$ cat src/rtl/apb_burst_master_pkg.sv
// rtl/apb_burst_master_pkg.sv - shared constants, state encoding and address step for apb_burst_master
package apb_burst_master_pkg;

  localparam int APB_AWIDTH = 17;

  localparam logic [2:0] ST_IDLE   = 3'd0;
  localparam logic [2:0] ST_WDATA  = 3'd1;
  localparam logic [2:0] ST_SETUP  = 3'd2;
  localparam logic [2:0] ST_ACCESS = 3'd3;
  localparam logic [2:0] ST_RDRAIN = 3'd4;
  localparam logic [2:0] ST_DONE   = 3'd5;

  typedef enum logic [2:0] {
    S_IDLE   = ST_IDLE,
    S_WDATA  = ST_WDATA,
    S_SETUP  = ST_SETUP,
    S_ACCESS = ST_ACCESS,
    S_RDRAIN = ST_RDRAIN,
    S_DONE   = ST_DONE
  } state_t;

  // Byte-addressed slaves advance one 32-bit word per beat; location-addressed ones advance by 1.
  function automatic logic [APB_AWIDTH-1:0] addr_step(input int scheme);
    return (scheme != 0) ? 17'd1 : 17'd4;
  endfunction

endpackage

$ cat src/rtl/apb_burst_master.sv
// rtl/apb_burst_master.sv - command-driven APB3 burst master with write/read valid/ready streams
module apb_burst_master
  import apb_burst_master_pkg::*;
#(
  parameter int APB_DWIDTH  = 32,
  parameter int ADDR_SCHEME = 0
) (
  input  logic                  PCLK,
  input  logic                  PRESETN,
  input  logic                  cmd_valid,
  output logic                  cmd_ready,
  input  logic                  cmd_write,
  input  logic [16:0]           cmd_addr,
  input  logic [12:0]           cmd_len,
  input  logic                  wdata_valid,
  output logic                  wdata_ready,
  input  logic [APB_DWIDTH-1:0] wdata,
  output logic                  rdata_valid,
  input  logic                  rdata_ready,
  output logic [APB_DWIDTH-1:0] rdata,
  output logic                  busy,
  output logic                  done,
  output logic                  err,
  output logic                  PSEL,
  output logic                  PENABLE,
  output logic                  PWRITE,
  output logic [16:0]           PADDR,
  output logic [APB_DWIDTH-1:0] PWDATA,
  input  logic [APB_DWIDTH-1:0] PRDATA,
  input  logic                  PREADY,
  input  logic                  PSLVERR
);

  state_t                  r_state;
  logic [APB_AWIDTH-1:0]   r_addr;
  logic [12:0]             r_cnt;
  logic                    r_write;
  logic                    r_err_acc;

  logic                    w_last;
  logic [APB_AWIDTH-1:0]   w_step;

  assign w_last = (r_cnt == 13'd0);
  assign w_step = addr_step(ADDR_SCHEME);

  // r_addr always holds the address of the next beat; PADDR only copies it on entry to SETUP.
  always_ff @(posedge PCLK or negedge PRESETN) begin
    if (!PRESETN) begin
      r_state     <= S_IDLE;
      r_addr      <= '0;
      r_cnt       <= '0;
      r_write     <= 1'b0;
      r_err_acc   <= 1'b0;
      cmd_ready   <= 1'b0;
      wdata_ready <= 1'b0;
      rdata_valid <= 1'b0;
      rdata       <= '0;
      busy        <= 1'b0;
      done        <= 1'b0;
      err         <= 1'b0;
      PSEL        <= 1'b0;
      PENABLE     <= 1'b0;
      PWRITE      <= 1'b0;
      PADDR       <= '0;
      PWDATA      <= '0;
    end else begin
      case (r_state)
        S_IDLE: begin
          if (cmd_ready && cmd_valid) begin
            r_addr    <= cmd_addr;
            r_cnt     <= cmd_len;
            r_write   <= cmd_write;
            r_err_acc <= 1'b0;
            busy      <= 1'b1;
            cmd_ready <= 1'b0;
            if (cmd_write) begin
              wdata_ready <= 1'b1;
              r_state     <= S_WDATA;
            end else begin
              PSEL    <= 1'b1;
              PADDR   <= cmd_addr;
              PWRITE  <= 1'b0;
              r_state <= S_SETUP;
            end
          end else begin
            cmd_ready <= 1'b1;
          end
        end
        S_WDATA: begin
          if (wdata_valid) begin
            wdata_ready <= 1'b0;
            PWDATA      <= wdata;
            PSEL        <= 1'b1;
            PADDR       <= r_addr;
            PWRITE      <= 1'b1;
            r_state     <= S_SETUP;
          end
        end
        S_SETUP: begin
          PENABLE <= 1'b1;
          r_state <= S_ACCESS;
        end
        S_ACCESS: begin
          if (PREADY) begin
            PSEL      <= 1'b0;
            PENABLE   <= 1'b0;
            r_addr    <= r_addr + w_step;
            r_err_acc <= r_err_acc | PSLVERR;
            if (!r_write) begin
              rdata       <= PRDATA;
              rdata_valid <= 1'b1;
              r_state     <= S_RDRAIN;
            end else if (w_last) begin
              done    <= 1'b1;
              err     <= r_err_acc | PSLVERR;
              busy    <= 1'b0;
              r_state <= S_DONE;
            end else begin
              r_cnt       <= r_cnt - 13'd1;
              wdata_ready <= 1'b1;
              r_state     <= S_WDATA;
            end
          end
        end
        S_RDRAIN: begin
          if (rdata_ready) begin
            rdata_valid <= 1'b0;
            if (w_last) begin
              done    <= 1'b1;
              err     <= r_err_acc;
              busy    <= 1'b0;
              r_state <= S_DONE;
            end else begin
              r_cnt   <= r_cnt - 13'd1;
              PSEL    <= 1'b1;
              PADDR   <= r_addr;
              PWRITE  <= 1'b0;
              r_state <= S_SETUP;
            end
          end
        end
        S_DONE: begin
          done      <= 1'b0;
          err       <= 1'b0;
          cmd_ready <= 1'b1;
          r_state   <= S_IDLE;
        end
        default: r_state <= S_IDLE;
      endcase
    end
  end

endmodule

$ cat config.mk
export PLATFORM = sky130hd
export DESIGN_NAME = apb_burst_master
export DESIGN_NICKNAME = d
export VERILOG_FILES = /design/src/rtl/apb_burst_master_pkg.sv /design/src/rtl/apb_burst_master.sv
export SDC_FILE = /design/constraint.sdc
export NUM_CORES = 1
export LEC_CHECK = 0
export CAP_MARGIN = 0
export CORE_MARGIN = 2
export CORE_UTILIZATION = 35
export CTS_CLUSTER_DIAMETER = 120
export CTS_CLUSTER_SIZE = 28
export DETAILED_ROUTE_END_ITERATION = 10
export PLACE_DENSITY_LB_ADDON = 0.12
export RECOVER_POWER = 100
export SLEW_MARGIN = 15
export SYNTH_ARGS = -nofsm -noshare
export SYNTH_HDL_FRONTEND = slang
export SYNTH_SLANG_ARGS = --single-unit
$ cat constraint.sdc
create_clock -name PCLK -period 2.7 [get_ports PCLK]
set_input_delay 0.27 -clock PCLK [delete_from_list [all_inputs] [get_ports PCLK]]
set_output_delay 0.27 -clock PCLK [all_outputs]
set_load 0.02 [all_outputs]
# After elaboration in Yosys (flattened, before gate mapping)
# Index checks and enable logic that the tools add are counted.
# totals
regBits,125
input_bits,102
output_inout_bits,90
# op_classes
addsub,2
eq_ne,17
n_mux,69
bitwise_logic,2
reduce_logical,25
# ops
cell,n
$mux 17,7
$mux 13,5
$pmux 17 s3,1
$pmux 13 s3,1
$mux 1,35
$pmux 17 s2,1
$ne 2x2->1 const B,12
$mux 3,7
$add 17x3->17 const B,1
$pmux 1 s3,5
$pmux 3 s5,1
$reduce_and 7->1,2
$logic_not 13->1,1
$sub 13x1->13 const B,1
$reduce_and 4->1,3
$reduce_and 6->1,2
$reduce_bool 3->1,4
$pmux 1 s2,4
$reduce_bool 2->1,4
$eq 3x2->1 const B,2
$eq 3x3->1 const B,2
$reduce_and 2->1,3
$reduce_and 3->1,2
$reduce_and 5->1,1
8 further kinds,8

# Depth between registers and ports, before layout
# logic_depth
depth_word,5
depth_mapped,8
ltp_nobuf,6

# Worst setup path before layout
# Ideal clock, no wire load.
# synth_timing
kind,register to register
from,register r_cnt[4]
to,register PADDR[10]
setup_time_ns,0.125
t_arrival_ns,2.265
t_required_ns,2.575
setup_slack_ns,0.310
path_stages_with_launch,8
n_path_buf,3
period_less_slack_ns,2.390
cell_sequence,dfrtp_1 > buf_6 > or4_4 > buf_6 > nor4_4 > a21oi_4 > buf_6 > mux2_4
# synth_via
elab_chain_cells,3
# synth_lines
element,line_no,text
"start, declared",apb_burst_master.sv:36,logic [12:0] r_cnt;
"start signal, assigned",apb_burst_master.sv:71,r_cnt <= cmd_len;
"start signal, assigned",apb_burst_master.sv:119,r_cnt <= r_cnt - 13'd1;
"start signal, assigned",apb_burst_master.sv:134,r_cnt <= r_cnt - 13'd1;
$logic_not 13->1,apb_burst_master.sv:43,assign w_last = (r_cnt == 13'd0);
$ne 2x2->1 (no source line),n/a,
$reduce_and 6->1 (no source line),n/a,
"end signal, assigned",apb_burst_master.sv:81,PADDR <= cmd_addr;
"end signal, assigned",apb_burst_master.sv:94,PADDR <= r_addr;
"end signal, assigned",apb_burst_master.sv:136,PADDR <= r_addr;
"end, declared",apb_burst_master.sv:27,"output logic [16:0] PADDR,"
# Every way passes these cells.
# A chain may end at the register's enable or synchronous reset.

# Worst setup path after layout
# layout_timing
from,register r_cnt[0]
to,register err
# layout_via
elab_chain_cells,3
# layout_lines
element,line_no,text
$logic_not 13->1 *,apb_burst_master.sv:43,
$ne 2x2->1 (no source line),n/a,
$reduce_and 6->1 (no source line) *,n/a,
"end signal, assigned",apb_burst_master.sv:115,err <= r_err_acc | PSLVERR;
"end signal, assigned",apb_burst_master.sv:130,err <= r_err_acc;
"end, declared",apb_burst_master.sv:23,"output logic err,"
# Mark *: on every way between the ends. The rest lies on a longest branch, timed or not.

==> results.txt <==
The region available for standard cell placement spans 16,600 um2. Detailed placement ended at an HPWL of 11.4 mm. Derived from the worst setup path, the maximum achievable clock frequency is 0.395 GHz. The hold violation total from the final report is 0.

The max-slew violation total from the final report is 30. Of the cells placed in the final design, the portion with a size suffix greater than 1 is 0.208. The via density per instance is 5.27. The post-synthesis instance total is 503. The via count of the first global-routing pass is 5,039. Setup violations remaining at the end of the flow were counted as 0. Measured against its own limit, the worst slew margin works out to -0.155.

The sum of overflow across all layers after global routing came out at 0. The worst-case clock skew came out at 0.00885 ns. The worst setup path is launched from a register. The library cell used most frequently in the layout, excluding fill and tap cells, is dfrtp_1. The die height is 135 um. The length in cells of the worst reg-to-reg path came out at 7. The wire length per cell after detailed routing is 17.4 um. The weighted congestion reported at the end of routability-driven placement is 0.907.

The port buffer count is 191. The worst ir drop on vdd came out at 584 uV. The residual antenna-violating net count after detailed routing came out at 0. Dividing the final minimum period by the clock period gives 0.938. The mapped cell area is 5960 um2. The synthesized flop and latch total came out at 125. The flow ran to the end, but the final reports show violations.

A synthesized cell averages 11.9 um2. STA classifies the critical path endpoint as a register. Counting distinct cell types in the post-synthesis netlist gives 59. The finished layout holds 928 standard cells, fillers aside.

The total negative setup slack came out at 0 ns. The final cell area excluding filler cells is 8680 um2. The tree built by TritonCTS fans out to 125 sinks.

The smallest clock period supported by the final layout is computed as 2.53 ns. The worst register-to-register path begins at r_cnt[0]$_DFFE_PN0P_. The post-cts repair resize count came out at 0. The via total after detailed routing came out at 4,894. The number of buffers inserted for hold repair after clock tree synthesis is 1. For this design the top-level I/O count stands at 192. The data arrival time at the worst-slack endpoint came out at 2.82 ns. Of the synthesized area, sequential elements account for 0.524. In the layout the commonest cells are 125 x dfrtp_1, 100 x clkdlybuf4s50_1, 94 x mux2_2. The clock tree synthesis step divided the H-tree into 4 levels. For this run, the number of Yosys warnings is 0.

The routed wire length is 16.2 mm. The share of synthesized registers carrying an async set or reset is 1.00. The net count of the mapped netlist came out at 607. Across the run, the number of max-cap violations was 1. The repair_antennas step left the layout with diodes totalling 0. The start point of the worst min-delay path is cmd_addr[3]. The number of setup buffers added after CTS is 0.

The layout has 1,439 filler cells. The required time at the worst-slack endpoint came out at 2.99 ns. The source-to-sink clock delay at the later pin of the worst-skew pair came out at 0.41 ns. The path type of the worst setup path is register to register. At the end of the flow the core is filled with cells to 0.522.

The number of enable-type register cells in the synthesized netlist is 0. The endpoint identified for the worst register-to-register timing path is err$_DFFE_PN0P_. The analysis attributes to cell leakage a power of 0.00350 uW.

TritonCTS built the clock tree. The critical path starts at r_cnt[0]$_DFFE_PN0P_. The final net count came out at 799. The initial detailed-routing violation count is 384. The DRC violation count after routing is 0. The min-delay analysis places its worst path in the category input pin to register. The die is 135 um wide. Setup repair after global routing left no endpoint under its margin.

For this configuration, the core starts out at a cell density of 0.358. The cell row count is 47. The number of antenna violations at the first check in global routing came out at 0. The first global-routing pass estimated 26.4 mm of wire. The worst reg-to-reg setup slack came out at 0.17 ns. TritonCTS created 17 clock buffers. The maximum number of pins on one net before global-route repair came out at 66. The CTS clock-pin slew for the worst setup and hold paths is 0.06 ns. The root buffer selected by CTS is clkbuf_16. The final reports fail on max-capacitance violations, max-slew violations. The cell area after placement is 8160 um2. The critical path ends at err$_DFFE_PN0P_. The number of buffers on the longest clock path came out at 2. The slew at the pin closest to its max-slew limit came out at 1.73 ns. The overall track demand over capacity in global routing is 0.184.

The synthesis-to-layout area growth came out at 45.6%. The number of iterations in the first detailed-routing pass came out at 5. The biggest fanout along the worst timing path is 9. The floorplan step defined a die boundary enclosing 18,100 um2. In the synthesized netlist the dominant register cell turns out to be dfrtp_1. The count of placed standard cells including taps came out at 895. For this design the ratio of total power to cell area is 1270 nW/um2.
-- layout make-up --
type / count / area [um2] / area share
Sequential cell: 125 / 3130 / 0.360
Multi-Input combinational cell: 334 / 2610 / 0.300
Timing Repair Buffer: 210 / 2050 / 0.236
Clock buffer: 18 / 429 / 0.0494
Tap cell: 220 / 275 / 0.0317
Clock inverter: 14 / 169 / 0.0195
Inverter: 7 / 26.3 / 0.00303
-- kinds of logic (layout without fill, tap and decap cells) --
group	after synthesis	after routing	synth area share
fa+ha+maj	2	2	0.00419
buf+inv	44	249	0.0317
xor+xnor	1	1	0.00147
mux	104	104	0.201
flops	125	125	0.524
simple gates	110	110	0.103
compound gates	117	117	0.134
-- where the power goes --
part	internal, uW	leakage [uW]	switching, uW
clock network	1450	0.000279	861
registers	2820	0.00148	710
logic	2540	0.00174	2610
-- flip-flops by register name, indices dropped and copies added, names as in the netlist, 3 cells and up --
name     flops
PADDR       17
PWDATA      32
r_addr      17
r_cnt       13
r_state      3
rdata       32
-- per-stage QoR --
| stage | setup slack, ns | hold slack [ns] | total power [uW] |
|---|---|---|---|
| after floorplan | 0.310 | -0.0256 | 6860 |
| after global placement | 0.341 | 0.230 | 9050 |
| after detailed placement | 0.266 | 0.235 | 9150 |
| after CTS | 0.243 | 0.347 | 11500 |
| after global routing | 0.0618 | 0.457 | 11700 |
| final | 0.167 | 0.464 | 11000 |
-- cells in the mapped netlist (6+ instances only) --
cell type | n | area, um2
nand2_1 | 20 | 75.1
nor3_1 | 14 | 70.1
clkbuf_1 | 28 | 105
dfrtp_1 | 125 | 3130
a21oi_1 | 27 | 135
mux2_2 | 94 | 1060
o22ai_1 | 20 | 125
inv_1 | 7 | 26.3
o21ai_0 | 14 | 70.1
and3_1 | 7 | 43.8
nor2_1 | 20 | 75.1
a2bb2oi_1 | 10 | 87.6
mux2_4 | 8 | 120
a22oi_1 | 6 | 45.0
nand3_1 | 17 | 85.1
-- metal layers --
metal / global-route usage / wire length [um] / up-vias / share of wire
met4: 0.0480 / 138 / 0 / 0.0085
met3: 0.0537 / 870 / 10 / 0.054
met1: 0.238 / 6880 / 2448 / 0.43
met5: 0 / 0 / - / 0
li1: - / - / 2283 / -
met2: 0.304 / 8270 / 153 / 0.51
-- worst max-delay path, cell delays in order, from the launching register on --
cell and delay, ns:
dfrtp_1 0.40, inv_1 0.09, ha_1 0.20, or3b_2 0.54, nor4_1 0.51, buf_4 0.29, o21ai_0 0.10, mux2_2 0.29
-- worst min-delay path by stage --
stage,end,slack [ns],cells past startpoint
2_1_floorplan,PADDR[0]$_DFFE_PN0P_,-0.03,0
3_3_place_gp,PWDATA[24]$_DFFE_PN0P_,0.23,1
3_5_place_dp,PWDATA[24]$_DFFE_PN0P_,0.23,1
4_1_cts,PWDATA[24]$_DFFE_PN0P_,0.35,2
5_1_grt,rdata[28]$_DFFE_PN0P_,0.46,2
6_report,r_addr[3]$_DFFE_PN0P_,0.46,3
Note: power is estimated with default switching activity, not from simulation.
